<file path="src/rtl/dmem_arbiter.sv">
`default_nettype none
// ============================================================================
// Module  : dmem_arbiter
// Brief   : CPU-priority arbiter for a single-port sync-read data memory, with
//           a starvation-bounded auxiliary port and registered aux read return.
// Rev     : 1.0
// ============================================================================
module dmem_arbiter #(
  parameter int ADDR_W     = 5,
  parameter int DATA_W     = 32,
  parameter int STARVE_MAX = 4
) (
  input  logic              clk,
  input  logic              rst_n,
  // CPU MEM-stage port
  input  logic              i_cpu_re,
  input  logic              i_cpu_we,
  input  logic [ADDR_W-1:0] i_cpu_addr,
  input  logic [DATA_W-1:0] i_cpu_wdata,
  output logic [DATA_W-1:0] o_cpu_rdata,
  output logic              o_cpu_stall,
  // auxiliary port
  input  logic              i_aux_req,
  input  logic              i_aux_we,
  input  logic [ADDR_W-1:0] i_aux_addr,
  input  logic [DATA_W-1:0] i_aux_wdata,
  output logic              o_aux_gnt,
  output logic              o_aux_rvalid,
  output logic [DATA_W-1:0] o_aux_rdata,
  // memory port
  output logic              o_mem_en,
  output logic              o_mem_we,
  output logic [ADDR_W-1:0] o_mem_addr,
  output logic [DATA_W-1:0] o_mem_wdata,
  input  logic [DATA_W-1:0] i_mem_rdata
);

  localparam logic [3:0] c_STARVE_MAX = 4'(STARVE_MAX);

  localparam logic [1:0] c_OWN_NONE = 2'd0;
  localparam logic [1:0] c_OWN_CPU  = 2'd1;
  localparam logic [1:0] c_OWN_AUX  = 2'd2;

  logic [3:0] r_starve;
  logic [1:0] r_rd_own;
  logic [1:0] w_rd_own_nxt;
  logic       w_cpu_act;
  logic       w_aux_gnt;
  logic       w_aux_rd_issue;
  logic       w_cpu_rd_issue;
  logic       w_load_aux;
  logic              r_aux_rvalid;
  logic [DATA_W-1:0] r_aux_rdata;

  assign w_cpu_act = i_cpu_re | i_cpu_we;
  assign w_aux_gnt = i_aux_req & (~w_cpu_act | (r_starve == c_STARVE_MAX));

  // A granted aux slot pre-empts the CPU, so only one read can be issued per cycle.
  assign w_aux_rd_issue = w_aux_gnt & ~i_aux_we;
  assign w_cpu_rd_issue = w_cpu_act & ~w_aux_gnt & ~i_cpu_we;

  assign o_aux_gnt    = w_aux_gnt;
  assign o_cpu_stall  = w_cpu_act & w_aux_gnt;
  assign o_cpu_rdata  = i_mem_rdata;
  assign o_aux_rvalid = r_aux_rvalid;
  assign o_aux_rdata  = r_aux_rdata;

  always_comb begin
    o_mem_en    = 1'b0;
    o_mem_we    = 1'b0;
    o_mem_addr  = '0;
    o_mem_wdata = '0;
    if (w_aux_gnt) begin
      o_mem_en    = 1'b1;
      o_mem_we    = i_aux_we;
      o_mem_addr  = i_aux_addr;
      o_mem_wdata = i_aux_wdata;
    end else if (w_cpu_act) begin
      o_mem_en    = 1'b1;
      o_mem_we    = i_cpu_we;
      o_mem_addr  = i_cpu_addr;
      o_mem_wdata = i_cpu_wdata;
    end
  end

  always_ff @(posedge clk or negedge rst_n) begin
    if (!rst_n) begin
      r_starve <= 4'd0;
    end else if (w_aux_gnt || !i_aux_req) begin
      r_starve <= 4'd0;
    end else if (r_starve != c_STARVE_MAX) begin
      r_starve <= r_starve + 4'd1;
    end
  end

  // Read-return owner: state register
  always_ff @(posedge clk or negedge rst_n) begin
    if (!rst_n) begin
      r_rd_own <= c_OWN_NONE;
    end else begin
      r_rd_own <= w_rd_own_nxt;
    end
  end

  // Read-return owner: next state comes only from this cycle's issued read
  always_comb begin
    w_rd_own_nxt = c_OWN_NONE;
    if (w_aux_rd_issue) begin
      w_rd_own_nxt = c_OWN_AUX;
    end else if (w_cpu_rd_issue) begin
      w_rd_own_nxt = c_OWN_CPU;
    end
  end

  // Read-return owner: outputs
  always_comb begin
    w_load_aux = 1'b0;
    if (r_rd_own == c_OWN_AUX) begin
      w_load_aux = 1'b1;
    end
  end

  always_ff @(posedge clk or negedge rst_n) begin
    if (!rst_n) begin
      r_aux_rvalid <= 1'b0;
      r_aux_rdata  <= '0;
    end else begin
      r_aux_rvalid <= w_load_aux;
      if (w_load_aux) begin
        r_aux_rdata <= i_mem_rdata;
      end
    end
  end

endmodule
`default_nettype wire

</file>
<file path="config.mk">
export PLATFORM = sky130hd
export DESIGN_NAME = dmem_arbiter
export DESIGN_NICKNAME = d
export VERILOG_FILES = /design/src/rtl/dmem_arbiter.sv
export SDC_FILE = /design/constraint.sdc
export NUM_CORES = 1
export LEC_CHECK = 0
export CORE_ASPECT_RATIO = 1.1
export CORE_MARGIN = 4
export CORE_UTILIZATION = 30
export CTS_BUF_LIST = sky130_fd_sc_hd__clkbuf_8
export DETAILED_ROUTE_END_ITERATION = 7
export GPL_ROUTABILITY_DRIVEN = 1
export PLACE_DENSITY = 0.83
export SLEW_MARGIN = 20
export SYNTH_ARGS = -nofsm -noshare
export SYNTH_HDL_FRONTEND = slang
export SYNTH_SLANG_ARGS = --single-unit
</file>
<file path="constraint.sdc">
create_clock -name clk -period 2.7 [get_ports clk]
set_clock_uncertainty 0.1 [all_clocks]
set_input_delay 0.405 -clock clk [delete_from_list [all_inputs] [get_ports clk]]
set_output_delay 0.405 -clock clk [all_outputs]
set_load 0.03 [all_outputs]
</file>
# Word-level counts from Yosys, hierarchy flattened
# Cells that the tools add are included.
# totals
wordCells,35
ff_bits,39
inputBits,112
output_inout_bits,106
# op_classes
n_eq_ne,3
mux,13
n_reduce_logical,3
n_bitwise,11
n_addsub,1
# ops
operator,count
32-bit two-way mux,2
5-bit two-way mux,2
4-bit two-way mux,2
1-bit two-way mux,6
1-bit bitwise AND,5
"4-bit by 1-bit adder with 4-bit output, second input constant",1
"4-bit by 3-bit equality test with 1-bit output, second input constant",1
"4-bit by 3-bit != test with 1-bit output, second input constant",1
1-bit inverter,4
"2-bit equality test, second input constant",1
2-bit two-way mux,1
1-bit OR,2
2-bit nonzero test,1
1-bit zero test,1
1-bit logical OR,1

# Logic depth before layout (Yosys ltp)
# Gate-level depths: netlist of run 1.
# logic_depth
depth_word,9
depth_mapped,8
ltp_nobuf,5

# Least setup slack after synthesis of run 1
# No wires, ideal clock.
# synth_timing
path_type,register to output
startpoint,reg r_starve[0]
endpoint,out o_mem_wdata[17]
n_path_buf,3
setup_slack_ns,0.554
arrival_ns,1.641
path_stages_with_launch,9
t_required_ns,2.195
path_cell_list,dfrtp_1 > inv_1 > ha_1 > and3b_1 > buf_6 > o21a_1 > buf_6 > buf_6 > a22o_1
# synth_via
elab_chain_cells,4
# synth_lines
item,line,source
from (decl),44,logic [3:0] r_starve;
from (signal assigned),92,r_starve <= r_starve + 4'd1;
4-bit by 3-bit equality test with 1-bit output,56,assign w_aux_gnt = i_aux_req & (~w_cpu_act | (r_starve == c_STARVE_MAX));
1-bit OR,56,
1-bit bitwise AND,56,
32-bit two-way mux,73,if (w_aux_gnt) begin
to (decl),34,"output logic [DATA_W-1:0] o_mem_wdata,"
# No other way between the ends.

# Worst setup path after layout of run 1
# layout_timing
startpoint,reg r_starve[0]
endpoint,out o_mem_wdata[6]
# Same word-level chain as after synthesis.

==> flow_metrics.env, run 1 <==
export IMPL_status="completed"
export IMPL_maxCapViolCount=0
export IMPL_clk_path_buf_depth=2
export IMPL_yosysUniqueCellTypes=23
export IMPL_setup_tns_ps=0
export IMPL_antenna_found_initial=0
export IMPL_die_y_um=96.9
export IMPL_layout_drive_gt1_share_pct=24.0
export IMPL_syn_nets=292
export IMPL_hold_viol=0
export IMPL_mostFrequentLayoutCells="clkdlybuf4s50_1 (175), buf_4 (41), dfrtp_1 (39), a22o_1 (37), mux2_2 (32)"
export IMPL_holdBufCountCts=0
export IMPL_synth_top_cell_area_share_pct=45.3
export IMPL_coreArea_mm2=0.00701
export IMPL_cts_tree="built"
export IMPL_dp_hpwl_um=6480
export IMPL_drtIter0Drc=30
export IMPL_tightest_slew_ps=841
export IMPL_htreeDepth=2
export IMPL_grt_pass1_vias=2330
export IMPL_setup_ws_ps=174
export IMPL_overflow=0
export IMPL_p_leak_nw=1.87
export IMPL_power_density_mw_per_mm2=558
export IMPL_wirelength_um=7480
export IMPL_grt_pass1_wl_um=11200
export IMPL_rows=32
export IMPL_r2r_start="r_starve[0]"
export IMPL_synthCells=178
export IMPL_clkLatencyLatePin_ps=280
export IMPL_post_route_period_util_pct=93.6
export IMPL_area_growth_pct=95.6
export IMPL_path_clk_slew_ps=70
export IMPL_final_area_mm2=0.00421
export IMPL_drt_first_pass_iters=4
export IMPL_fin_util_pct=60.1
export IMPL_ant_nets=0
export IMPL_r2r_cells=6
export IMPL_period_minus_slack_ps=2530
export IMPL_final_nets=479
export IMPL_avgSynthCellArea_um2=12.1
export IMPL_reg2reg_slack_ps=1020
export IMPL_drcViolationCount=0
export IMPL_pre_cts_slack_ps=322
export IMPL_crit_type="register to output pin"
export IMPL_cts_resized=1
export IMPL_timing_rr_end="r_rd_own[0]"
export IMPL_clock_root_buffer="clkbuf_8"
export IMPL_synth_top_area_cell="dfrtp_1"
export IMPL_grt_setup_unrepaired="no"
export IMPL_grt_usage_pct=16.6
export IMPL_fillerInstances=587
export IMPL_n_antenna_cell=0
export IMPL_port_buffers=217
export IMPL_worstSetupEndpointType="output pin"
export IMPL_setup_viol=0
export IMPL_worstPathRequired_ps=2190
export IMPL_die_area_mm2=0.00860
export IMPL_ys_seq_area_share_pct=45.3
export IMPL_cts_sink_count=39
export IMPL_place_congestion=0.736
export IMPL_startpoint_type="register"
export IMPL_hp_class="primary input to async pin"
export IMPL_grt_max_degree=40
export IMPL_postCtsSetupRepairBufs=0
export IMPL_relSlewSlack_pct=43.9
export IMPL_arrival_ps=2020
export IMPL_final_common_cell="clkdlybuf4s50_1"
export IMPL_start_util_pct=30.7
export IMPL_maxSlewViolCount=0
export IMPL_crit_fanout=20
export IMPL_holdWs_ps=118
export IMPL_yosys_warnings=0
export IMPL_die_width_um=88.8
export IMPL_vias_per_cell=4.72
export IMPL_vias=2127
export IMPL_ir_drop_mv=0.363
export IMPL_io_pins=218
export IMPL_drt_wirelength_per_cell_um=16.6
export IMPL_placed_area_mm2=0.00413
export IMPL_ys_ff_latch=39
export IMPL_syn_area_mm2=0.00215
export IMPL_cts_made_buffers=5
export IMPL_synthTopCellsByArea="dfrtp_1 (45%), mux2_2 (17%), a22o_1 (15%)"
export IMPL_fmax_mhz=396
power by group:
group	internal [mW]	switching, mW
logic	0.599	0.620
clock network	0.173	0.181
registers	0.713	0.0633
flip-flops by register name, summed over array words and instances (netlist names):
signal,count
o_aux_rdata,32
o_aux_rvalid,1
r_rd_own,2
r_starve,4
logic make-up (layout without fill, tap and decap cells):
logic type	count (synthesis)	after routing	synth area share, %
buf+inv	47	235	15.3
xor+xnor	2	2	0.814
compound gates	40	40	16.6
fa+ha+maj	2	2	1.16
simple gates	16	16	4.13
flops	39	39	45.3
mux	32	32	16.7
worst max path at each step:
stage | startpoint | cells past startpoint | to
floorplan | r_starve[0] | 8 | o_mem_wdata[17]
finish | r_starve[0] | 7 | o_mem_wdata[6]
global placement | i_cpu_re | 4 | o_mem_we
global route | r_starve[0] | 7 | o_mem_wdata[22]
detailed placement | r_starve[0] | 6 | o_cpu_stall
CTS | r_starve[0] | 6 | o_mem_we
critical path, stage by stage (launching register included):
cell and delay [ps]:
dfrtp_1 390, inv_1 60, ha_1 190, and3b_1 260, o21a_1 220, buf_4 200
a22o_1 280, buf_12 140
metrics by stage:
stage / total power, mW / cells
final: 2.35 / 451
after CTS: 2.39 / 451
after global routing: 2.46 / 451
after global placement: 2.00 / 443
after detailed placement: 2.03 / 443
after floorplan: 1.42 / 178
cells in the mapped netlist:
| cell type | instances |
|---|---|
| a21oi_4 | 1 |
| nand3_1 | 1 |
| nor2_2 | 1 |
| xnor2_1 | 2 |
| dfrtp_1 | 39 |
| nor3_1 | 1 |
| nor2b_1 | 2 |
| buf_2 | 8 |
| ha_1 | 2 |
| buf_6 | 3 |
| mux2_2 | 32 |
| nand2_1 | 3 |
| nor4_1 | 2 |
| o21a_1 | 1 |
| clkbuf_1 | 1 |
| and3b_1 | 1 |
| nor2_1 | 2 |
| o2bb2ai_1 | 1 |
| a22o_1 | 37 |
| and3_1 | 2 |
| nor3b_1 | 1 |
| buf_4 | 32 |
| inv_1 | 3 |
layout make-up:
cell class	instances	area (um^2)	share of cell area [%]
tap	85	106	2.53
timing repair buffer	224	2190	51.9
sequential	39	976	23.2
clock inverter	3	12.5	0.297
multi-input combinational	92	851	20.2
clock buffer	5	68.8	1.63
inverter	3	11.3	0.267
layer usage:
metal  vias up  global-route usage [%]  wire length (um)
met3         6                    4.94               820
met1       999                    14.7              2310
met5         -                       0                 0
li1        993                       -                 -
met4         0                    4.42               103
met2       129                    34.1              4250
(Power assumes the default switching activity.)
==> inputs of run 2 (changes only) <==
Clock period 2.7 ns to 2.5 ns, I/O delays scaled along.
==> flow_metrics.env, run 2 (same netlist as run 1, synthesis figures left out) <==
export IMPL_dp_cells=443
export IMPL_maxCapViolCount=0
export IMPL_cts_sink_count=39
export IMPL_wirelength_um=7230
export IMPL_drt_wirelength_per_cell_um=15.9
export IMPL_hp_class="primary input to async pin"
export IMPL_overflow=0
export IMPL_largest_reg_flops=32
export IMPL_hold_viol=0
export IMPL_grt_pass1_wl_um=10700
export IMPL_drcViolationCount=0
export IMPL_htreeDepth=2
export IMPL_die_y_um=96.9
export IMPL_layout_drive_gt1_share_pct=26.3
export IMPL_cpMostUsedCell="buf_12"
export IMPL_rows=32
export IMPL_die_width_um=88.8
export IMPL_dp_hpwl_um=6250
export IMPL_crit_fanout=24
export IMPL_worstSetupEndpointType="output pin"
export IMPL_mostFrequentLayoutCells="clkdlybuf4s50_1 (175), dfrtp_1 (39), buf_4 (39), a22o_1 (35), mux2_2 (32)"
export IMPL_fmax_mhz=410
export IMPL_cp_cell_sequence="inv_1, ha_1, and3b_2, o21a_4, buf_12, a22o_1, buf_12"
export IMPL_fillerInstances=574
export IMPL_final_nets=482
export IMPL_worst_path_max_delay_cell="dfrtp_1"
export IMPL_grt_usage_pct=16.0
export IMPL_startpoint_type="register"
export IMPL_timing_rr_end="r_rd_own[0]"
export IMPL_antenna_found_initial=0
export IMPL_final_area_mm2=0.00433
export IMPL_final_common_cell="clkdlybuf4s50_1"
export IMPL_coreArea_mm2=0.00701
export IMPL_period_minus_slack_ps=2440
export IMPL_grt_pass1_vias=2233
export IMPL_placed_area_mm2=0.00415
export IMPL_relSlewSlack_pct=44.4
export IMPL_cts_made_buffers=5
export IMPL_holdBufCountCts=0
export IMPL_grt_setup_unrepaired="yes"
export IMPL_crit_type="register to output pin"
export IMPL_p_leak_nw=1.90
export IMPL_setup_viol=0
export IMPL_power_density_mw_per_mm2=620
export IMPL_start_util_pct=30.7
export IMPL_vias=2086
export IMPL_holdWs_ps=79.7
export IMPL_io_pins=218
export IMPL_path_clk_slew_ps=80
export IMPL_r2r_start="r_starve[0]"
export IMPL_post_route_period_util_pct=97.7
export IMPL_clkLatencyLatePin_ps=280
export IMPL_area_growth_pct=101
export IMPL_grt_max_degree=40
export IMPL_die_area_mm2=0.00860
export IMPL_ant_nets=0
export IMPL_arrival_ps=1970
export IMPL_port_buffers=217
export IMPL_clk_path_buf_depth=2
export IMPL_setup_tns_ps=0
export IMPL_reg2reg_slack_ps=890
export IMPL_r2r_cells=6
export IMPL_ir_drop_mv=0.411
export IMPL_worstPathRequired_ps=2030
export IMPL_maxSlewViolCount=0
export IMPL_cts_tree="built"
export IMPL_place_congestion=0.728
export IMPL_drt_first_pass_iters=4
export IMPL_status="completed"
export IMPL_layout_cells_non_filler=454
export IMPL_max_stage_delay_ps=390
export IMPL_vias_per_cell=4.59
export IMPL_tightest_slew_ps=833
export IMPL_n_antenna_cell=0
export IMPL_clock_root_buffer="clkbuf_8"
export IMPL_drtIter0Drc=36
## run 2: per-stage QoR
step / utilization, % / total power, mW / setup slack (ps)
4_1_cts: 60.9 / 2.72 / 7.21
2_1_floorplan: - / 1.53 / 384
3_5_place_dp: 59.3 / 2.19 / 126
3_3_place_gp: 59.3 / 2.16 / 182
6_report: 61.8 / 2.68 / 58.3
5_1_grt: 61.8 / 2.82 / -16.2
## run 2: metal layers
layer | vias to the layer above | part of all wire, % | track usage (%)
li1 | 1001 | - | -
met1 | 955 | 31 | 14.3
met2 | 128 | 58 | 32.9
met3 | 2 | 11 | 4.00
met4 | 0 | 0.61 | 4.53
met5 | - | 0 | 0
## run 2: worst max-delay path by stage
stage                     start              end  slack, ps  cells past startpoint
finish              r_starve[0]   o_mem_wdata[6]         60                      7
global route        r_starve[0]  o_mem_wdata[23]        -20                      7
CTS                 r_starve[0]  o_mem_wdata[15]          7                      7
detailed placement     i_cpu_we  o_mem_wdata[15]        130                      6
global placement       i_cpu_we  o_mem_wdata[15]        180                      6
floorplan           r_starve[0]  o_mem_wdata[17]        380                      8
## run 2: layout make-up
type | count | area, um^2 | area share, %
Multi-Input combinational cell | 92 | 877 | 20.3
Sequential cell | 39 | 976 | 22.6
Timing Repair Buffer | 227 | 2240 | 51.8
Clock buffer | 5 | 68.8 | 1.59
Clock inverter | 3 | 46.3 | 1.07
Inverter | 3 | 11.3 | 0.260
Tap cell | 85 | 106 | 2.46
## run 2: what timing repair did
action	CTS	global route
endpoints found under the hold margin	0	0
setup buffers	0	3
setup endpoints to repair	13	37
resized for setup	3	7
## run 2: power by group
| group | leakage (nW) | total [mW] | internal [mW] | switching, mW |
|---|---|---|---|---|
| Sequential | 0.481 | 0.836 | 0.770 | 0.0669 |
| Combinational | 1.37 | 1.33 | 0.657 | 0.671 |
| Clock | 0.0548 | 0.520 | 0.300 | 0.220 |
## run 2: critical path, delay by kind of cell (launching register included)
kind	cells	cell delay, ps
AOI/OAI and AO/OA	2	500
adders and majority gates	1	190
and+or+nand+nor	1	260
buffers and inverters	3	350
DFF	1	390
==> inputs of run 3 (changes only) <==
Settings changed: CORE_MARGIN 4 to unset, GPL_TIMING_DRIVEN set to 0.
==> flow_metrics.env, run 3 (same netlist as run 1, synthesis figures left out) <==
export IMPL_coreArea_mm2=0.00697
export IMPL_ant_nets=0
export IMPL_drtIter0Drc=43
export IMPL_power_density_mw_per_mm2=589
export IMPL_status="completed"
export IMPL_multiInputGateArea_um2=863
export IMPL_p_leak_nw=2.09
export IMPL_n_antenna_cell=0
export IMPL_met1_usage_pct=17.6
export IMPL_hp_class="primary input to async pin"
export IMPL_port_buffers=217
export IMPL_die_area_mm2=0.00752
export IMPL_vias=2300
export IMPL_grt_pass1_vias=2234
export IMPL_final_nets=527
export IMPL_grt_setup_unrepaired="yes"
export IMPL_wirelength_um=7650
export IMPL_worstSetupEndpointType="output pin"
export IMPL_cts_sink_count=39
export IMPL_placed_area_mm2=0.00445
export IMPL_tightest_slew_ps=341
export IMPL_place_congestion=0.728
export IMPL_path_clk_slew_ps=70
export IMPL_grt_busiest_layer="met2"
export IMPL_start_util_pct=30.9
export IMPL_maxCapViolCount=0
export IMPL_largest_reg_flops=32
export IMPL_startpoint_type="register"
export IMPL_htreeDepth=2
export IMPL_final_area_mm2=0.00457
export IMPL_drt_first_pass_iters=6
export IMPL_rows=32
export IMPL_grt_pass1_wl_um=11300
export IMPL_maxSlewViolCount=0
export IMPL_power_total_mw=2.69
export IMPL_cts_tree="built"
export IMPL_hold_viol=0
export IMPL_fin_util_pct=65.6
export IMPL_relSlewSlack_pct=77.2
export IMPL_ff_latch_area_um2=976
export IMPL_fillerInstances=560
export IMPL_layout_drive_gt1_share_pct=32.4
export IMPL_fmax_mhz=412
export IMPL_crit_type="register to output pin"
export IMPL_worstPathRequired_ps=2030
export IMPL_die_width_um=82.8
export IMPL_io_pins=218
export IMPL_mostFrequentLayoutCells="clkdlybuf4s50_1 (176), buf_4 (51), dfrtp_1 (39), a22o_1 (37), mux2_2 (32)"
export IMPL_area_growth_pct=112
export IMPL_grt_met2_usage_pct=41.3
export IMPL_cts_made_buffers=5
export IMPL_dp_cells=481
export IMPL_drcViolationCount=0
export IMPL_setup_viol=0
export IMPL_arrival_ps=1950
export IMPL_overflow=0
export IMPL_grt_max_degree=33
export IMPL_clkLatencyLatePin_ps=280
export IMPL_crit_fanout=10
export IMPL_ir_drop_mv=0.398
export IMPL_drt_wirelength_per_cell_um=15.4
export IMPL_dp_hpwl_um=6420
export IMPL_layout_cells_non_filler=498
export IMPL_clock_root_buffer="clkbuf_8"
export IMPL_period_minus_slack_ps=2430
export IMPL_grtUsageMet3_pct=5.56
export IMPL_grt_usage_pct=20.2
export IMPL_post_route_period_util_pct=97.1
export IMPL_final_common_cell="clkdlybuf4s50_1"
export IMPL_clk_path_buf_depth=2
export IMPL_die_y_um=90.9
export IMPL_vias_per_cell=4.62
export IMPL_antenna_found_initial=0
[run 3: cell types whose count changed in the layout (fill, tap and decap cells not counted), sizes merged]
| cell | delta |
|---|---|
| clkbuf | +3 |
| clkinvlp | -1 |
| clkdlybuf4s50 | +1 |
| buf | +40 |
| dlygate4sd3 | +1 |
[run 3: area by class of cell]
type / count / area share [%]
inverters: 3 / 0.246
flip-flops and latches: 39 / 21.4
clock buffers: 5 / 1.51
plain buffers: 43 / 7.14
well taps: 85 / 2.33
clock inverters: 2 / 0.739
multi-input cells: 92 / 18.9
repair buffers: 229 / 47.8
[run 3: final timing paths]
kind	startpoint	to	slack (ps)	depth (start not counted)
worst max-delay path	r_starve[1]	o_mem_wdata[29]	70	8
min in group clk	o_aux_rdata[12]	o_aux_rdata[12]	410	1
worst min-delay path	rst_n	o_aux_rdata[18]	400	2
max in group asynchronous	rst_n	o_aux_rdata[5]	1480	3
worst min register to register	o_aux_rdata[12]	o_aux_rdata[12]	410	1
worst max register to register	r_starve[1]	r_rd_own[0]	840	7
[run 3: report_power, final]
part	switching [mW]	total, mW	internal, mW
clock network	0.199	0.487	0.288
logic	0.689	1.37	0.679
registers	0.0674	0.838	0.770
[run 3: timing repair]
item | in CTS | in global routing
cloned | 1 | 0
hold buffers | 1 | 0
gates resized for setup | 212 | 35
endpoints found under the setup margin | 40 | 33
pin swaps | 1 | 3
endpoints found under the hold margin | 7 | 0
setup buffers | 5 | 4
[run 3: stage by stage]
step                setup slack [ps]  setup TNS [ps]  hold slack, ps
finish                          72.0               0             399
global route                   -8.67           -16.4             393
CTS                             6.43               0             366
detailed placement              -496          -16740             137
global placement                -459          -15510             386
floorplan                        384               0           -20.6
[run 3: critical path: stages (launching register included)]
cell	delay, ps
dfrtp_1	370
inv_1	50
ha_2	150
and3b_1	160
buf_6	130
o21a_4	210
buf_4	170
a22o_1	240
buf_2	180
[run 3: layer usage]
| layer | part of all wire, % | vias to the layer above |
|---|---|---|
| met3 | 9.9 | 8 |
| li1 | - | 1084 |
| met2 | 58 | 135 |
| met1 | 30 | 1073 |
| met4 | 2.1 | 0 |
| met5 | 0 | - |
